$ cat src/rtl/attn_out_pack_pkg.sv
`default_nettype none
// ============================================================================
// Module      : attn_out_pack_pkg
// Description : Shared types and helpers for the attention-output packer.
//               It holds the frame-state encoding, the lane geometry and the
//               byte-valid mask helper.
// Revision    : 1.0 - initial release
// ============================================================================
package attn_out_pack_pkg;

  // Number of elements packed into one output word, and the lane index width
  localparam int LANES  = 4;
  localparam int LANE_W = 2;

  // Frame tracking: IDLE means no element of the current frame has been seen
  typedef enum logic [0:0] {
    ST_IDLE = 1'b0,
    ST_FILL = 1'b1
  } frame_state_e;

  // Byte-valid mask for a word whose final element sits in 'lane':
  // (1 << (lane+1)) - 1, written out so that no shift overflow can occur
  function automatic logic [LANES-1:0] lane_mask(input logic [LANE_W-1:0] lane);
    logic [LANES-1:0] mask;
    mask = '0;
    case (lane)
      2'd0:    mask = 4'b0001;
      2'd1:    mask = 4'b0011;
      2'd2:    mask = 4'b0111;
      default: mask = 4'b1111;
    endcase
    return mask;
  endfunction

endpackage : attn_out_pack_pkg
`default_nettype wire

$ cat src/rtl/attn_out_pack_axis_out_reg.sv
`default_nettype none
// ============================================================================
// Module      : axis_out_reg
// Description : Single-entry AXI-Stream output register. A load captures a
//               word and raises valid; the word is held unchanged until the
//               downstream ready completes the transfer. A load arriving in
//               the same cycle as a transfer replaces the word and keeps the
//               register full.
// Revision    : 1.0 - initial release
// ============================================================================
module axis_out_reg #(
  parameter int DATA_W = 32,
  parameter int KEEP_W = 4
) (
  input  logic              clk,
  input  logic              rst,
  input  logic              load,
  input  logic [DATA_W-1:0] load_data,
  input  logic [KEEP_W-1:0] load_keep,
  input  logic              load_last,
  output logic [DATA_W-1:0] tdata,
  output logic [KEEP_W-1:0] tkeep,
  output logic              tlast,
  output logic              tvalid,
  input  logic              tready,
  output logic              full
);

  // The upstream only loads when the register is empty or draining this
  // cycle, so a load always wins over a pending transfer.
  always_ff @(posedge clk) begin
    if (!rst) begin
      tdata  <= '0;
      tkeep  <= '0;
      tlast  <= 1'b0;
      tvalid <= 1'b0;
    end else if (load) begin
      tdata  <= load_data;
      tkeep  <= load_keep;
      tlast  <= load_last;
      tvalid <= 1'b1;
    end else if (tvalid && tready) begin
      tvalid <= 1'b0;
    end
  end

  assign full = tvalid;

endmodule : axis_out_reg
`default_nettype wire

$ cat src/rtl/attn_out_pack.sv
`default_nettype none
// ============================================================================
// Module      : attn_out_pack
// Description : Packs a stream of signed int8 attention-head output elements
//               into 32-bit little-endian words for a DMA S2MM channel.
//               Partial final words are zero-padded with a matching tkeep.
//               A frame FSM counts elements, checks the frame length against
//               an optional expected value (sticky error) and counts emitted
//               frames.
// Revision    : 1.0 - initial release
// ============================================================================
module attn_out_pack
  import attn_out_pack_pkg::*;
#(
  parameter int D_W          = 8,
  parameter int OUT_W        = 32,   // must equal LANES * D_W
  parameter int MATRIXSIZE_W = 24
) (
  input  logic                    clk,
  input  logic                    rst,
  // Element stream from the attention head
  input  logic signed [D_W-1:0]   s_tdata,
  input  logic                    s_tlast,
  input  logic                    s_tvalid,
  output logic                    s_tready,
  // Packed stream to the DMA S2MM channel
  output logic [OUT_W-1:0]        m_axis_s2mm_tdata,
  output logic [OUT_W/8-1:0]      m_axis_s2mm_tkeep,
  output logic                    m_axis_s2mm_tlast,
  output logic                    m_axis_s2mm_tvalid,
  input  logic                    m_axis_s2mm_tready,
  // Frame bookkeeping
  input  logic [MATRIXSIZE_W-1:0] expected_len,
  output logic                    err_len,
  output logic [MATRIXSIZE_W-1:0] frame_cnt
);

  localparam int KEEP_W = OUT_W / 8;

  // --------------------------------------------------------------------------
  // Handshakes
  // --------------------------------------------------------------------------
  logic                    out_full;
  logic                    in_xfer;
  logic                    out_xfer;
  logic                    word_done;
  logic [D_W-1:0]          elem;

  logic [LANE_W-1:0]       lane;
  logic [LANES-2:0][D_W-1:0] asm_bytes;
  logic [OUT_W-1:0]        word;
  logic [KEEP_W-1:0]       word_keep;

  // Ready is gated by reset so nothing is accepted while the block is held
  assign s_tready  = rst & (~out_full | m_axis_s2mm_tready);
  assign in_xfer   = s_tvalid & s_tready;
  assign out_xfer  = m_axis_s2mm_tvalid & m_axis_s2mm_tready;
  assign elem      = s_tdata;

  // A word closes on the top lane or on the frame's last element
  assign word_done = in_xfer & ((lane == LANE_W'(LANES - 1)) | s_tlast);

  // --------------------------------------------------------------------------
  // Lane counter and assembly register
  // --------------------------------------------------------------------------

  // Lane advances per stored element and returns to 0 when a word closes
  always_ff @(posedge clk) begin
    if (!rst) begin
      lane <= '0;
    end else if (word_done) begin
      lane <= '0;
    end else if (in_xfer) begin
      lane <= lane + LANE_W'(1);
    end
  end

  // Each non-final lane has its own byte register, written only while open
  for (genvar k = 0; k < LANES - 1; k++) begin : g_asm
    // Capture the element arriving in lane k when it does not close the word
    always_ff @(posedge clk) begin
      if (!rst) begin
        asm_bytes[k] <= '0;
      end else if (in_xfer && !word_done && (lane == LANE_W'(k))) begin
        asm_bytes[k] <= elem;
      end
    end
  end

  // Completed word: stored lanes below the current one, the live element in
  // the current lane, and zeros above it. Stale bytes from an earlier word
  // are masked by the lane comparison, so the assembly needs no clearing.
  for (genvar k = 0; k < LANES; k++) begin : g_word
    if (k < LANES - 1) begin : g_stored
      assign word[k*D_W +: D_W] = (lane == LANE_W'(k)) ? elem :
                                  (LANE_W'(k) < lane)  ? asm_bytes[k] :
                                                         {D_W{1'b0}};
    end else begin : g_top
      assign word[k*D_W +: D_W] = (lane == LANE_W'(k)) ? elem : {D_W{1'b0}};
    end
  end

  assign word_keep = lane_mask(lane);

  // --------------------------------------------------------------------------
  // Output register
  // --------------------------------------------------------------------------
  axis_out_reg #(
    .DATA_W (OUT_W),
    .KEEP_W (KEEP_W)
  ) u_out_reg (
    .clk       (clk),
    .rst       (rst),
    .load      (word_done),
    .load_data (word),
    .load_keep (word_keep),
    .load_last (s_tlast),
    .tdata     (m_axis_s2mm_tdata),
    .tkeep     (m_axis_s2mm_tkeep),
    .tlast     (m_axis_s2mm_tlast),
    .tvalid    (m_axis_s2mm_tvalid),
    .tready    (m_axis_s2mm_tready),
    .full      (out_full)
  );

  // --------------------------------------------------------------------------
  // Frame FSM and length check
  // --------------------------------------------------------------------------
  frame_state_e            state;
  frame_state_e            next_state;
  logic                    frame_start;
  logic                    frame_end;
  logic [MATRIXSIZE_W-1:0] len_q;
  logic [MATRIXSIZE_W-1:0] active_len;
  logic [MATRIXSIZE_W-1:0] elem_cnt;
  logic [MATRIXSIZE_W-1:0] cnt_next;
  logic                    len_bad;

  // State register
  always_ff @(posedge clk) begin
    if (!rst) begin
      state <= ST_IDLE;
    end else begin
      state <= next_state;
    end
  end

  // Next state: a one-element frame starts and ends in the same cycle and
  // therefore never leaves IDLE
  always_comb begin
    next_state = state;
    case (state)
      ST_IDLE: if (in_xfer && !s_tlast) next_state = ST_FILL;
      ST_FILL: if (in_xfer &&  s_tlast) next_state = ST_IDLE;
      default: next_state = ST_IDLE;
    endcase
  end

  // FSM outputs: the first element's check must use the live expected_len,
  // because the latched copy only becomes valid on the following cycle
  always_comb begin
    frame_start = (state == ST_IDLE) & in_xfer;
    frame_end   = in_xfer & s_tlast;
    active_len  = (state == ST_IDLE) ? expected_len : len_q;
  end

  assign cnt_next = elem_cnt + MATRIXSIZE_W'(1);

  // A zero length disables the check; otherwise tlast must land exactly on
  // the expected count and no earlier element may reach it
  assign len_bad = in_xfer & (active_len != '0) &
                   (s_tlast ? (cnt_next != active_len) : (cnt_next == active_len));

  // Latch the frame length at the first accepted element
  always_ff @(posedge clk) begin
    if (!rst) begin
      len_q <= '0;
    end else if (frame_start) begin
      len_q <= expected_len;
    end
  end

  // Per-frame element counter, cleared as the frame returns to IDLE
  always_ff @(posedge clk) begin
    if (!rst) begin
      elem_cnt <= '0;
    end else if (frame_end) begin
      elem_cnt <= '0;
    end else if (in_xfer) begin
      elem_cnt <= cnt_next;
    end
  end

  // Sticky length error; observation only, never touches the data path
  always_ff @(posedge clk) begin
    if (!rst) begin
      err_len <= 1'b0;
    end else if (len_bad) begin
      err_len <= 1'b1;
    end
  end

  // Frames are counted when their last word actually leaves the block
  always_ff @(posedge clk) begin
    if (!rst) begin
      frame_cnt <= '0;
    end else if (out_xfer && m_axis_s2mm_tlast) begin
      frame_cnt <= frame_cnt + MATRIXSIZE_W'(1);
    end
  end

endmodule : attn_out_pack
`default_nettype wire
$ cat config.mk
export PLATFORM = sky130hd
export DESIGN_NAME = attn_out_pack
export DESIGN_NICKNAME = d
export VERILOG_FILES = /design/src/rtl/attn_out_pack_pkg.sv /design/src/rtl/attn_out_pack_axis_out_reg.sv /design/src/rtl/attn_out_pack.sv
export SDC_FILE = /design/constraint.sdc
export NUM_CORES = 1
export LEC_CHECK = 0
export ABC_AREA = 1
export BUFFER_PORTS_ARGS = -buffer_cell sky130_fd_sc_hd__buf_2
export CAP_MARGIN = 30
export CORE_ASPECT_RATIO = 1.2
export CORE_MARGIN = 2
export CORE_UTILIZATION = 52
export DETAILED_ROUTE_END_ITERATION = 6
export PLACE_DENSITY = 0.77
export SYNTH_ARGS = -nofsm -noshare
export SYNTH_HDL_FRONTEND = slang
export SYNTH_SLANG_ARGS = --single-unit
$ cat constraint.sdc
create_clock -name clk -period 1.92 [get_ports clk]
set_input_delay 0.576 -clock clk [delete_from_list [all_inputs] [get_ports clk]]
set_output_delay 0.576 -clock clk [all_outputs]
set_load 0.01 [all_outputs]
# Word level (Yosys, flattened, before mapping)

Cells that the tools add are included.

Flip-flop bits (word level): 138
Output and inout bits: 64

$lt $le $gt $ge: 3
Reductions and logical operators: 15
Multiplexer cells: 15
Eq/ne operators: 5
Add/sub/neg operators: 3
Bitwise operators: 13

Operator list:

| cell                                                                         | count |
|---|---|
| 8-bit 2-to-1 mux                                                             | 7 |
| 24-bit by 1-bit adder with 24-bit output (second input constant)             | 2 |
| 24-bit == test                                                               | 1 |
| 24-bit 2-to-1 mux                                                            | 1 |
| 24-bit inequality test                                                       | 1 |
| 24-bit nonzero test                                                          | 1 |
| 4-bit case mux with 3 select lines                                           | 1 |
| 1-bit AND                                                                    | 8 |
| 1-bit logical AND                                                            | 8 |
| 1-bit 2-to-1 mux                                                             | 5 |
| 2-bit == test (second input constant)                                        | 2 |
| 1-bit by 2-bit less-than comparator with 1-bit output (first input constant) | 2 |
| 2-bit OR reduction                                                           | 2 |
| 1-bit inverter                                                               | 3 |
| 2-bit by 1-bit adder with 2-bit output (second input constant)               | 1 |
| 2-bit by 1-bit == test with 1-bit output (second input constant)             | 1 |
| 1-bit logical NOT                                                            | 2 |
| 2-bit logical NOT                                                            | 1 |
| 2-bit less-than comparator (first input constant)                            | 1 |
| 1-bit OR                                                                     | 2 |
| 1-bit case mux with 2 select lines                                           | 1 |
| 2-bit nonzero test                                                           | 1 |

# Longest topological paths before layout

Gate-level depths: netlist of the first run.

Depth after elaboration: 8
Gate-level depth with buffers: 18

# By module

Synthesis of the first run repeated with hierarchy kept, for this count alone.

Cells, all modules: 1,122
Area total of the unflattened synthesis: 7,458.4 um^2

By module, submodules not included:

| module        | instances | cells an instance | area each (um^2) | seq. area each (um^2) |
|---|---|---|---|---|
| attn_out_pack | 1         | 955               | 6,083.3          | 2,001.9 |
| axis_out_reg  | 1         | 167               | 1,375.1          | 760.7 |

# Worst setup path after synthesis of the first run

No wires, ideal clock.

Path kind: register to register
Start: register lane[1]
End: register asm_bytes[13] (netlist bit)
Setup time: 0.086 ns
Setup slack: -0.137 ns
Required time: 1.834 ns
Buffers on the path: 3
Cell stages (with the launch flop): 10
Arrival time: 1.971 ns
Path through: dfxtp_1 > clkbuf_1 > inv_1 > ha_1 > clkbuf_1 > clkinv_1 > nor2_1 > buf_2 > nor2_1 > a211oi_1

Word-level cells in the longest chain between the ends: 6
Elaborated cells on any way between the ends: 7
Those cells by class: eq/ne: 2; bitwise: 2; reduce/logical: 3

RTL lines:

| item                           | RTL line            | text |
|---|---|---|
| start: declaration             | attn_out_pack.sv:49 | `logic [LANE_W-1:0] lane;` |
| start signal: assignment       | attn_out_pack.sv:74 | `lane <= lane + LANE_W'(1);` |
| 2-bit == test                  | attn_out_pack.sv:61 | `assign word_done = in_xfer & ((lane == LANE_W'(LANES - 1)) \| s_tlast);` |
| 1-bit OR                       | attn_out_pack.sv:61 |  |
| 1-bit AND                      | attn_out_pack.sv:61 |  |
| 1-bit logical NOT              | attn_out_pack.sv:84 | `end else if (in_xfer && !word_done && (lane == LANE_W'(k))) begin` |
| 1-bit logical AND              | attn_out_pack.sv:84 |  |
| 1-bit logical AND (*)          | attn_out_pack.sv:84 |  |
| end signal: indexed assignment | attn_out_pack.sv:85 | `asm_bytes[k] <= elem;` |
| end: declaration               | attn_out_pack.sv:50 | `logic [LANES-2:0][D_W-1:0] asm_bytes;` |

Every way passes the cells marked *; elsewhere a longest branch is shown, timed or not.
A chain may end at the register's enable or synchronous reset.

==> qor.txt, run 1 <==
nets -> 1339
hold_buf cts -> 0
CTS Buffer Depth -> 2
largest net degree at the start of global routing -> 56
leakage -> 4.52 nW
Core Region -> 13800 um2
Setup crit start kind -> flop
Power Dens Cells -> 747 nW/um2
design area -> 9740 um2
share of cells above drive strength 1 -> 27.3%
final worst slack -> -0.116 ns
fmax -> 0.491 GHz
syn nets -> 1136
Initial Util -> 52.9%
final setup fails -> 1
clk_skew -> 0.00734 ns
most frequent CP cell -> nand3_1
vias in the first global route -> 7207
outcome -> finished, violations left
FF+latch count, synth -> 138
Slew HR -> 55.4%
failing checks -> negative setup slack
Chip Width -> 112 um
Worst Path Max Fanout -> 19
first-pass detailed-route iteration total -> 5
count of cell types in the netlist -> 40
Worst VDD drop -> 0.673 mV
grt total ovfl -> 0
largest family of logic cells by synthesized area -> simple AND/OR/NAND/NOR gates
commonest non-fill, non-tap cell in the layout -> nand2_1
post-synthesis mux area share -> 0%
max-cap viol count -> 0
Synth area leaders -> dfxtp_1 38%, nand2_1 12%, nand3_1 7.6%
Slew @ Worst Pin -> 0.669 ns
crit share post-route -> 106%
H-tree depth -> 4
Post-Synthesis Cells -> 1091
total track usage -> 27.8%
Layout area overhead -> 33.9%
worst stage delay on the critical path -> 0.44 ns
io pins -> 101
post-synthesis sequential area ratio -> 38.0%
CP endpoint kind -> flop
critical path arrival -> 2.39 ns
CTS sink count -> 138
max-slew violation count -> 0
crit path kind -> reg -> reg
# fillers -> 1125
root buffer cell -> clkbuf_16
footprint of the multi-input gates -> 3970 um2
clock latency on the worst-skew pair -> 0.43 ns
Top delay family on crit path -> simple AND/OR/NAND/NOR gates
Yosys top cell by area -> dfxtp_1
CTS tree -> yes
Buf/Inv on CP -> 1
Cell Chain, Critical Path -> buf_12 > o21ai_0 > nand3_1 > nand2_1 > nand3_1 > nor2_1 > nand3_1 > nor2_1 > nand2_1 > nand2_1 > nand3_1 > a21oi_2
fin util -> 70.8%
global-route wire length before repair -> 34000 um
minimum clock period -> 2.04 ns
initial antenna violation count -> 0
Synth Area in Simple Gates -> 33.1%
RSZ-0062 raised after global routing -> yes
number of flops mapped to enable cells by yosys -> 0
final WL -> 21300 um
Async S/R FF share, synth -> 0%
WL/cell -> 14.4 um
Detailed Place HPWL -> 14600 um
Post-Synth Adder-Cell Area -> 1.38%
CTS buffer count -> 17
Synth Area per Inst -> 6.67 um2
WP data required -> 2.28 ns
Worst path slowest cell -> o21ai_0
via count -> 7935
Clock transition at path regs -> 0.06 ns
post-detailed-route count of antenna-violating nets -> 0
Placed Area -> 8860 um2
Hold Crit Class -> in -> reg
top cell type's share of synthesized area -> 38.0%
most frequent cells in the layout -> 222 x nand2_1, 137 x inv_1, 124 x dfxtp_1
complex-gate fraction of the synthesized area -> 16.7%
row count -> 47
synth warn -> 0
Reg area -> 2790 um2
Port Buffers -> 100
routability cong. -> 0.960
via/cell ratio -> 5.37
Final Hold Viols -> 0
Synth Cell Area -> 7280 um2
DIE HEIGHT -> 134 um
number of DRC markers in iteration 0 -> 424
die outline area -> 15000 um2
DR DRC count -> 0
Synth Area in XOR/XNOR -> 0.482%
Main synth FF type -> dfxtp_1
Inserted Diodes -> 0
==> cell families after synthesis <==
kind of cell,count (synthesis)
simple gates,531
buf+inv,195
flops,138
compound gates,215
xor+xnor,4
fa+ha+maj,8
==> worst paths after layout <==
| check | startpoint | to | slack [ns] | depth (start not counted) |
|---|---|---|---|---|
| worst max-delay path | flop | err_len | -0.12 | 12 |
| worst min-delay path | expected_len[1] | len_q[1] | 0.43 | 3 |
| worst max register to register | flop | err_len | -0.12 | 12 |
| worst min register to register | asm_bytes[6] | asm_bytes[6] | 0.45 | 2 |
==> cell type report <==
type / count / area share [%]
Multi-Input combinational cell: 758 / 40.8
Sequential cell: 138 / 28.6
Timing Repair Buffer: 231 / 16.6
Inverter: 148 / 5.74
Clock buffer: 22 / 4.87
Tap cell: 171 / 2.20
Clock inverter: 9 / 1.17
==> cells in the mapped netlist (all sizes together), types with 3 or more instances <==
library cell,instances
xor2,3
a31oi,18
nand3,116
o21ai,82
dfxtp,138
clkbuf,33
nand4,12
nor4,3
inv,146
a211oi,27
buf,14
nor2,134
ha,8
a21oi,71
nand2,241
nand3b,7
nor3,15
o211ai,12
==> flip-flops by register name (all words and copies together), names as in the netlist, named ones only <==
signal and cells:
u_out_reg.full 1, len_q 24, elem_cnt 24, asm_bytes 24, u_out_reg.tkeep 4, err_len 1, u_out_reg.tdata 32, u_out_reg.tlast 1
lane 2, frame_cnt 24
==> report_power, final <==
part	internal (W)	total (W)	leakage, nW	switching, W
clock	0.00202	0.00330	0.291	0.00128
sequential	0.00296	0.00303	1.13	0.0000684
combinational	0.000382	0.000943	3.10	0.000561
==> through the flow <==
step	hold WS [ns]	cells	worst slack, ns	power, W	TNS [ns]
after floorplan	0.430	1091	0.0111	0.00360	0
after global placement	0.434	1438	-0.194	0.00397	-1.12
after detailed placement	0.444	1438	-0.208	0.00399	-1.66
after CTS	0.424	1470	-0.0685	0.00729	-0.0685
after global routing	0.441	1477	-0.218	0.00752	-0.369
final	0.434	1477	-0.116	0.00727	-0.116
==> routing by layer <==
| layer | vias to the layer above | global-route usage (%) | wire length, um |
|---|---|---|---|
| met1 | 3623 | 34.3 | 8650 |
| met3 | 57 | 5.69 | 1330 |
| met4 | 0 | 11.0 | 788 |
| met5 | - | 0 | 0 |
| li1 | 3994 | - | - |
| met2 | 261 | 47.6 | 10600 |
==> worst register-to-register path, cell delays in order, from the launching register on <==
cell and delay [ns]:
dfxtp_4 0.38, buf_12 0.17, o21ai_0 0.44, nand3_1 0.16, nand2_1 0.11, nand3_1 0.07, nor2_1 0.12, nand3_1 0.09
nor2_1 0.11, nand2_1 0.06, nand2_1 0.06, nand3_1 0.09, a21oi_2 0.12
==> timing repair <==
| item | CTS | global route |
|---|---|---|
| cloned | 0 | 1 |
| setup endpoints to repair | 2 | 12 |
| setup buffers | 1 | 6 |
| gates resized for setup | 26 | 41 |
| pin swaps | 13 | 17 |
Note: power is estimated with default switching activity, not from simulation.
==> run 2, diff against run 1 <==
- CAP_MARGIN: 30 -> 15
- CELL_PAD_IN_SITES_DETAIL_PLACEMENT: not set -> 0
- CELL_PAD_IN_SITES_GLOBAL_PLACEMENT: not set -> 1
- CORE_UTILIZATION: 52 -> 37
- CTS_CLUSTER_SIZE: not set -> 40
==> run 2 against run 1 <==
The flow still finishes with violations (negative setup slack); first-iteration DRC count decreased by 25%; routed wire length decreased by 0.66%; die area increased by 39%; combinational power barely moved; non-clock buffer count rose by 15; power down 0.89%; critical path depth grew 3; worst setup slack improved by 0.025 ns; critical endpoint unchanged.
==> qor.txt, run 2 (synthesis gave the netlist of run 1 again) <==
fin util -> 51.0% (-20 points)
critical path arrival -> 2.36 ns (-0.03 ns)
root buffer cell -> clkbuf_16
max-cap viol count -> 0 (unchanged)
final worst slack -> -0.0912 ns (+0.0246 ns)
Power Dens Cells -> 728 nW/um2 (-2.5%)
Reg area -> 2780 um2 (-0.40%)
crit path kind -> reg -> reg
CTS Buffer Depth -> 2 (unchanged)
die outline area -> 20800 um2 (+39%)
Hold Crit Class -> in -> reg
crit share post-route -> 105% (-1.3 points)
DR DRC count -> 0 (unchanged)
CTS tree -> yes
Worst VDD drop -> 0.629 mV (-6.5%)
fmax -> 0.497 GHz (+1.2%)
Final Hold Viols -> 0 (unchanged)
CTS buffer count -> 17 (unchanged)
Logic pwr share -> 13.1% (about the same)
most frequent cells in the layout -> 220 x nand2_1, 137 x inv_1, 136 x buf_4
switching power -> 0.00200 W (+4.9%)
Initial Util -> 37.5% (-15 points)
RSZ-0062 raised after global routing -> yes
largest net degree at the start of global routing -> 58 (+3.6%)
worst r2r path cells -> 15 (+3)
Net Sw Frac -> 27.8% (+1.5 points)
routability cong. -> 0.858 (-11%)
final setup fails -> 1 (unchanged)
failing checks -> negative setup slack
clock power share -> 44.8% (-0.5 points)
Detailed Place HPWL -> 15600 um (+6.9%)
Clock transition at path regs -> 0.06 ns (about the same)
Slew HR -> 54.0% (-1.4 points)
clk_skew -> 0.00760 ns (+0.000262 ns)
Chip Width -> 132 um (+18%)
hold_buf cts -> 0 (unchanged)
Inserted Diodes -> 0 (unchanged)
CP endpoint -> err_len
reg-to-reg critical path startpoint -> elem_cnt[10]
footprint of the multi-input gates -> 3980 um2 (about the same)
via count -> 7535 (-5.0%)
most flop-heavy register -> u_out_reg.tdata
grt total ovfl -> 0 (unchanged)
Min-Delay Startpoint -> expected_len[1]
outcome -> finished, violations left
nets -> 1354 (+1.1%)
max reg flops -> 32 (unchanged)
final WL -> 21200 um (-0.66%)
share of cells above drive strength 1 -> 28.7% (+1.4 points)
Slew @ Worst Pin -> 0.690 ns (+0.0209 ns)
Core Region -> 19400 um2 (+41%)
number of DRC markers in iteration 0 -> 319 (-25%)
WL/cell -> 13.4 um (-7.3%)
clock latency on the worst-skew pair -> 0.43 ns (about the same)
CP endpoint kind -> flop
Worst Path Max Fanout -> 5 (-14)
total track usage -> 20.6% (-7.2 points)
Setup WS pre-CTS -> -0.280 ns (-0.0721 ns)
RR Endpoint -> err_len
minimum clock period -> 2.01 ns (-0.0246 ns)
Port Buffers -> 100 (unchanged)
first-pass detailed-route iteration total -> 5 (unchanged)
Flop pwr share -> 42.1% (+0.4 points)
max-slew violation count -> 0 (unchanged)
initial antenna violation count -> 0 (unchanged)
Layout area overhead -> 36.1%
DIE HEIGHT -> 158 um (+18%)
via/cell ratio -> 4.76 (-11%)
Final Power -> 0.00721 W (-0.89%)
Setup crit start kind -> flop
leakage -> 4.56 nW (+0.87%)
H-tree depth -> 4 (unchanged)
# fillers -> 1989 (+77%)
io pins -> 101 (unchanged)
CTS sink count -> 138 (unchanged)
commonest non-fill, non-tap cell in the layout -> nand2_1
WP data required -> 2.27 ns (about the same)
Setup crit start -> elem_cnt[10]
Power Internal -> 0.00520 W (-3.0%)
vias in the first global route -> 7023 (-2.6%)
global-route wire length before repair -> 34300 um (+0.87%)
post-detailed-route count of antenna-violating nets -> 0 (unchanged)
reg2reg setup slack -> -0.09 ns (+0.02 ns)
row count -> 56 (+19%)
-- run 2: changes by cell type in the layout (fill, tap and decap cells not counted), moves of 3 or more --
| cell | change |
|---|---|
| dfxtp_2 | +3 |
| inv_6 | +4 |
| dfxtp_4 | -4 |
| buf_4 | +18 |
| nor2_1 | -3 |
| clkinvlp_4 | +3 |
-- run 2: metal layers --
layer / vias up / routed length, um / global-route usage (%)
met5: - / 0 / 0
met4: 0 / 338 / 6.47
met3: 26 / 816 / 3.91
met2: 118 / 10700 / 37.5
met1: 3381 / 9310 / 24.4
li1: 4010 / - / -
-- run 2: how the worst min path moves through the flow --
stage	depth (start not counted)	end	slack, ns
detailed placement	2	u_out_reg.tkeep[3]	0.43
global route	3	len_q[19]	0.43
CTS	3	len_q[16]	0.42
finish	3	len_q[1]	0.44
global placement	2	u_out_reg.tkeep[3]	0.43
floorplan	2	asm_bytes[0]	0.43
-- run 2: power by group through the flow --
stage                     registers [W]  logic [W]  clock network [W]
after floorplan                 0.00310   0.000506                  0
after global placement          0.00309   0.000921                  0
after detailed placement        0.00309   0.000927                  0
after CTS                       0.00303   0.000945            0.00330
after global routing            0.00304    0.00107            0.00343
final                           0.00303   0.000946            0.00323
-- run 2: stage by stage --
step / cells / hold slack, ns / instance area, um2 / TNS [ns]
after detailed placement: 1543 / 0.431 / 9040 / -4.35
after floorplan: 1091 / 0.430 / 7320 / 0
final: 1583 / 0.439 / 9900 / -0.0912
after CTS: 1580 / 0.422 / 9750 / -0.0872
after global placement: 1543 / 0.426 / 9040 / -3.13
after global routing: 1583 / 0.432 / 9900 / -0.399
-- run 2: worst max-delay path, stage by stage, from the launching register on --
cell and delay (ns):
dfxtp_1 0.35, nand2_1 0.14, nor2_2 0.18, nand2_2 0.08, nor2_4 0.15, buf_12 0.13
nand3_1 0.08, nand3_1 0.09, nand2_1 0.09, nor2_1 0.16, nand2_1 0.08, nor2_1 0.10
nand2_1 0.05, nand2_1 0.05, nand3_1 0.08, a21oi_2 0.12
-- run 2: final cells by class --
cell class | count | area share, %
inverter | 148 | 5.62
clock inverter | 14 | 1.36
tap | 261 | 3.30
multi-input combinational | 758 | 40.2
timing repair buffer | 246 | 17.1
clock buffer | 18 | 4.43
sequential | 138 | 28.1
-- run 2: what timing repair did --
item,4_1_cts,5_1_grt
hold endpoints to repair,0,0
gates resized for setup,35,33
pin swaps,15,15
setup endpoints to repair,3,13
setup buffers,5,5
